$ cat src/rtl/out_frame_ctrl.sv
// out_frame_ctrl: sequences per-frame engine starts and gates pixels into the output stage.
// Optional STALL_CNT_EN adds a saturating count of back-pressured RUN cycles.
module out_frame_ctrl #(
    parameter int XB = 10,
    parameter int YB = 10,
    parameter int FB = 8
) (
    input  logic          clk,
    input  logic          rst,
    input  logic [XB-1:0] cfg_width,
    input  logic [YB-1:0] cfg_height,
    input  logic [FB-1:0] cfg_frames,
    input  logic          start,
    input  logic          abort,
    input  logic          prod_valid,
    output logic          prod_ready,
    output logic          pix_en,
    input  logic          out_inf_busy,
    input  logic          out_done,
    output logic          eng_start,
    output logic [XB-1:0] lat_width,
    output logic [YB-1:0] lat_height,
    output logic [FB-1:0] frame_idx,
    output logic          busy,
    output logic          frame_done,
    output logic          all_done
`ifdef STALL_CNT_EN
    ,
    output logic [31:0]   stall_cnt
`endif
);
    typedef enum logic [2:0] {IDLE, LOAD, RUN, DRAIN, DONE} state_t;
    state_t state, state_nx;
    logic [FB-1:0] lat_frames;
    logic [XB-1:0] col;
    logic [YB-1:0] row;
    logic last_pix, last_frame, col_end;
    always_comb begin
        pix_en     = state == RUN && prod_valid && !out_inf_busy;
        prod_ready = pix_en;
        eng_start  = state == LOAD;
        busy       = state != IDLE;
        frame_done = state == DONE;
        col_end    = col == lat_width;
        last_pix   = pix_en && col_end && row == lat_height;
        // cfg_frames of 0 runs a single frame, same as 1
        last_frame = frame_idx == (lat_frames == '0 ? '0 : lat_frames - FB'(1));
        all_done   = frame_done && last_frame;
        state_nx   = state;
        case (state)
            IDLE:    if (start) state_nx = LOAD;
            LOAD:    state_nx = RUN;
            RUN:     if (last_pix) state_nx = DRAIN;
            DRAIN:   if (out_done) state_nx = DONE;
            DONE:    state_nx = last_frame ? IDLE : LOAD;
            default: state_nx = IDLE;
        endcase
        if (abort) state_nx = IDLE;
    end
    always_ff @(posedge clk) begin
        if (rst) begin
            state      <= IDLE;
            lat_width  <= '0;
            lat_height <= '0;
            lat_frames <= '0;
            frame_idx  <= '0;
            col        <= '0;
            row        <= '0;
        end else begin
            state <= state_nx;
            if (abort) begin
                frame_idx <= '0;
                col       <= '0;
                row       <= '0;
            end else begin
                if (state == IDLE && start) begin
                    lat_width  <= cfg_width;
                    lat_height <= cfg_height;
                    lat_frames <= cfg_frames;
                    frame_idx  <= '0;
                end
                if (state == LOAD) begin
                    col <= '0;
                    row <= '0;
                end
                if (pix_en) begin
                    col <= col_end ? '0 : col + XB'(1);
                    if (col_end && row != lat_height) row <= row + YB'(1);
                end
                if (state == DONE && !last_frame) frame_idx <= frame_idx + FB'(1);
            end
        end
    end
`ifdef STALL_CNT_EN
    always_ff @(posedge clk) begin
        if (rst || (state == IDLE && start && !abort)) stall_cnt <= '0;
        else if (state == RUN && prod_valid && out_inf_busy && stall_cnt != '1) stall_cnt <= stall_cnt + 32'd1;
    end
`endif
endmodule
$ cat config.mk
export PLATFORM = sky130hd
export DESIGN_NAME = out_frame_ctrl
export DESIGN_NICKNAME = d
export VERILOG_FILES = /design/src/rtl/out_frame_ctrl.sv
export SDC_FILE = /design/constraint.sdc
export NUM_CORES = 1
export LEC_CHECK = 0
export CAP_MARGIN = 5
export CELL_PAD_IN_SITES_DETAIL_PLACEMENT = 0
export CELL_PAD_IN_SITES_GLOBAL_PLACEMENT = 2
export CORE_MARGIN = 2
export CORE_UTILIZATION = 29
export DETAILED_ROUTE_END_ITERATION = 8
export PLACE_DENSITY_LB_ADDON = 0.1
export SYNTH_ARGS = -nofsm -noshare
export SYNTH_HDL_FRONTEND = slang
export SYNTH_SLANG_ARGS = --single-unit
$ cat constraint.sdc
create_clock -name clk -period 3.2 [get_ports clk]
set_clock_uncertainty 0.05 [all_clocks]
set_input_delay 0.64 -clock clk [delete_from_list [all_inputs] [get_ports clk]]
set_output_delay 0.64 -clock clk [all_outputs]
set_load 0.01 [all_outputs]
=== Word level (Yosys, flattened, before mapping) ===
Cells that the tools add are included.

* Flip-flop bits (word level): 59
* Bits of input ports: 35
* Output and inout bits: 34
* Word-level logic and storage cells: 55

* Add/subtract/negate cells: 4
* Equal/unequal tests: 11
* Muxes and demuxes: 14
* Bitwise operators: 1
* Reduce and logical (&&, ||, !) cells: 18

{| class="wikitable"
|+ Operators by type and width
! cell !! number
|-
| 2-to-1 mux 10 bit || 6
|-
| 2-to-1 mux 8 bit || 3
|-
| adder 10 x 1 -> 10 bit (second input constant) || 2
|-
| == test 10 bit || 2
|-
| case mux 3 bit (5 select lines) || 1
|-
| inequality test 10 bit || 1
|-
| 2-to-1 mux 3 bit || 3
|-
| adder 8 x 1 -> 8 bit (second input constant) || 1
|-
| == test 8 bit || 1
|-
| logical AND 1 bit || 8
|-
| logical NOT 8 bit || 1
|-
| subtractor 8 x 1 -> 8 bit (second input constant) || 1
|-
| == test 3 x 2 -> 1 bit (second input constant) || 2
|-
| inequality test 2 bit (second input constant) || 3
|-
| nonzero test 2 bit || 2
|-
| == test 3 x 1 -> 1 bit (second input constant) || 1
|-
| == test 3 bit (second input constant) || 1
|-
| logical NOT 3 bit || 1
|-
| AND reduction 3 bit || 1
|-
| nonzero test 3 bit || 1
|-
| logical NOT 1 bit || 2
|-
| AND reduction 2 bit || 1
|-
| OR reduction 2 bit || 1
|-
| 2-to-1 mux 1 bit || 1
|-
| inverter 1 bit || 1
|}

=== Longest topological paths before layout ===
* Depth in word-level cells: 7
* Gate-level depth with buffers: 11
* Depth with buffers taken out: 9

=== Worst setup path after synthesis ===
Ideal clock, no wire load.

* Kind: register -> output
* Start: register lat_frames[0]
* End: output all_done
* Arrival: 2,208 ps
* Data required time: 2,510 ps
* Path slack: 302 ps
* Stages on the path, launching flop included: 9
* Cells stage by stage: dfxtp_1 -> buf_2 -> inv_1 -> ha_1 -> or3b_2 -> a22o_1 -> o32ai_1 -> nand4_2 -> nor4b_1

* Longest elaborated chain between the ends: 4
* Elaborated cells between the ends (all ways): 5
* Those cells by class: add/sub: 1; eq/ne: 1; mux: 1; reduce/logical: 2

{| class="wikitable"
|+ RTL lines
! item !! line !! text
|-
| start: declaration || 34 || <nowiki>logic [FB-1:0] lat_frames;</nowiki>
|-
| start signal: assignment || 79 || <nowiki>lat_frames <= cfg_frames;</nowiki>
|-
| subtractor 8 x 1 -> 8 bit / logical NOT 8 bit (equally long branches) || 47 || <nowiki>last_frame = frame_idx == (lat_frames == '0 ? '0 : lat_frames - FB'(1));</nowiki>
|-
| 2-to-1 mux 8 bit * || 47 ||
|-
| == test 8 bit * || 47 ||
|-
| logical AND 1 bit * || 48 || <nowiki>all_done = frame_done && last_frame;</nowiki>
|-
| end: declaration || 26 || <nowiki>output logic all_done</nowiki>
|}

Mark *: on every way between the ends. The rest lies on a longest branch, timed or not.

=== Worst setup path in the final report ===
Ends and elaborated chain as after synthesis.

==> metrics.csv <==
metric,value,unit
yosys-top-cells-count,"nand2_1, dfxtp_1, a21oi_1",
fin_nets,519,
critPathMaxStageDelay,0.41,ns
p_total,1.85,mW
r2r_cells,11,
endpoint_kind,output port,
synth_top_area_share,37.4,%
coreArea,10700,um2
critPathLaunch,lat_frames[0]$_SDFFE_PP0P_,
power_density,424,nW/um2
crit_fanout,4,
cts_buffers,9,
finalMaxSlewViolations,0,
post-synth-top-area-cell,dfxtp_1,
crit-reg2reg-capture,frame_idx[4]$_SDFFE_PP0P_,
finalSetupViolCount,0,
die_y,108,um
synth-main-ff-cell,dfxtp_1,
crit_end,all_done,
critPathTopFamily,simple AND/OR/NAND/NOR gates,
max_slew_margin,58.6,%
synth_cell_types,54,
met1_usage,21.9,%
antenna_found_initial,0,
die_w,108,um
synth.area.top_cells,"dfxtp_1, nand2_1, a21oi_1, xor2_1, nor2_1",
cts-htree-levels,3,
cp.depth,8,
final_cells,625,
initial_core_util,29.4,%
worstSetupPathType,reg -> out,
num-fill-cells,1179,
rsz0062_at_grt,false,
hp-class,reg -> reg,
rr_startpoint,lat_frames[0]$_SDFFE_PP0P_,
synth.yosys.seq_area_share,37.4,%
wl_per_cell,14.7,um
area_growth,37.8,%
drc,0,
fp-row-count,38,
cts_tree,done,
arrival,2.37,ns
yosysMostFrequentCell,nand2_1,
place_area,4090,um2
io_buffers,68,
syn-num-nets,439,
ys_seq_elements,59,
final.period_utilization,95.7,%
cts.sinks,59,
clockBufferDepth,2,
dp.cells,608,
gp_congestion,0.813,
crit_chain,inv_1 -> ha_4 -> or3b_4 -> or4_1 -> a311o_1 -> nand4_2 -> nor4b_2 -> buf_2,
use_met2,25.3,%
synth.avg_cell_area,7.89,um2
cap_violations,0,
reg2reg_slack,0.31,ns
worstMarginPinSlew,0.622,ns
synth_edf_count,0,
async_flop_share,0,%
gr-total-overflow,0,
max_freq,327,MHz
leakage,1.68,nW
grt_max_degree,29,
hold_viol_final,0,
layout_min_cycle_time,3.06,ns
vias,3006,
diodes,0,
first_pass_iters,6,
grt_pass1_vias,2870,
grtUsageTotal,16.3,%
cts_root_buffer,clkbuf_8,
design_area,4350,um2
slowest_stage,or4_1,
grt_first_pass_wirelength,14800,um
drtIter0Drc,92,
critPathBufInv,2,
hold_buffers,0,
synthCells,400,
status,"complete, no violations",
wl,9170,um
design.die.area,11700,um2
use_met3,4.22,%
via_per_inst,4.81,
grt_busiest_layer,met2,
peakVddDrop,0.199,mV
clock_latency,0.34,ns
synth_area,3160,um2
io_pins,69,
crit_required,2.51,ns
drtAntennaViolNets,0,
worst_setup_path_start_kind,flip-flop,
yosysWarningCount,0,
clk_pin_slew,0.07,ns
drive_gt1_share,13.4,%
hpwl,6690,um
-- power breakdown --
group / internal, mW / switching [mW] / leakage (nW) / total [mW]
Sequential: 0.752 / 0.0238 / 0.478 / 0.776
Combinational: 0.157 / 0.138 / 1.09 / 0.295
Clock: 0.461 / 0.314 / 0.111 / 0.775
-- tightest hold or removal path, cell delays in order, from the launching register on --
cell     delay [ns]
dfxtp_1        0.33
nand2_1        0.06
a21oi_1        0.06
-- flip-flops by register name, summed over array words and instances, names as in the netlist --
signal,count
col,10
lat_height,10
row,10
frame_idx,8
lat_frames,8
lat_width,10
state,3
-- what timing repair did --
action                     CTS  global route
resized for setup            6             4
setup endpoints to repair    1             1
setup buffers                1             0
pin swaps                    1             3
-- per-layer routing --
layer | vias up | share of wire [%]
met2 | 54 | 45
met5 | - | 0
met1 | 1379 | 49
li1 | 1560 | -
met4 | 0 | 1.5
met3 | 13 | 4.7
-- kinds of logic (layout without fill, tap and decap cells) --
| family | count (synthesis) | in the layout | synth area share, % |
|---|---|---|---|
| mux | 3 | 3 | 1.03 |
| fa+ha+maj | 4 | 4 | 1.59 |
| buf+inv | 31 | 116 | 4.36 |
| flops | 59 | 59 | 37.4 |
| compound gates | 86 | 86 | 16.8 |
| xor+xnor | 33 | 33 | 9.16 |
| simple gates | 184 | 184 | 29.6 |
-- worst min path at each step --
stage	start	end	slack (ns)	depth (start not counted)
3_3_place_gp	lat_height[0]$_SDFFE_PP0P_	lat_height[0]$_SDFFE_PP0P_	0.43	2
4_1_cts	lat_height[0]$_SDFFE_PP0P_	lat_height[0]$_SDFFE_PP0P_	0.44	2
5_1_grt	lat_height[4]$_SDFFE_PP0P_	lat_height[4]$_SDFFE_PP0P_	0.46	2
2_1_floorplan	col[8]$_SDFFE_PP0P_	col[8]$_SDFFE_PP0P_	0.43	2
3_5_place_dp	lat_width[1]$_SDFFE_PP0P_	lat_width[1]$_SDFFE_PP0P_	0.43	2
6_report	lat_height[0]$_SDFFE_PP0P_	lat_height[0]$_SDFFE_PP0P_	0.44	2
-- cell usage in the layout, fill, tap and decap left out, drive strengths merged, types with 2 or more instances in the layout --
cell / n
nor4: 12
and3: 10
nor3b: 11
xnor2: 9
o31a: 2
or3: 6
o21ai: 11
nor4b: 2
nand4: 4
mux2: 2
nand2: 72
clkinv: 2
bufinv: 2
or2: 3
nor2b: 2
or4: 3
o211ai: 2
clkbuf: 12
nor3: 7
clkdlybuf4s50: 67
nand3: 9
buf: 27
dfxtp: 59
or3b: 3
ha: 4
a21oi: 47
a211oi: 3
inv: 6
nand2b: 4
o311ai: 2
a211o: 3
a22o: 3
nor2: 34
xor2: 24
o31ai: 4
-- metrics by stage --
stage                     hold slack [ns]  utilization, %  TNS (ns)  worst slack, ns
after global placement              0.428            38.0   -0.0803          -0.0803
after detailed placement            0.429            38.0   -0.0510          -0.0510
after CTS                           0.442            40.2         0           0.0706
after floorplan                     0.428               -         0            0.302
after global routing                0.465            40.5         0          0.00615
final                               0.440            40.5         0            0.139
-- layout make-up --
class	count	area, um2	share of cell area, %
tap	140	175	4.03
sequential	59	1180	27.2
clock buffer	12	145	3.34
timing repair buffer	94	871	20.0
clock inverter	4	73.8	1.70
multi-input combinational	310	1880	43.2
inverter	6	22.5	0.518
No activity file was read; power rests on OpenSTA's default activity.
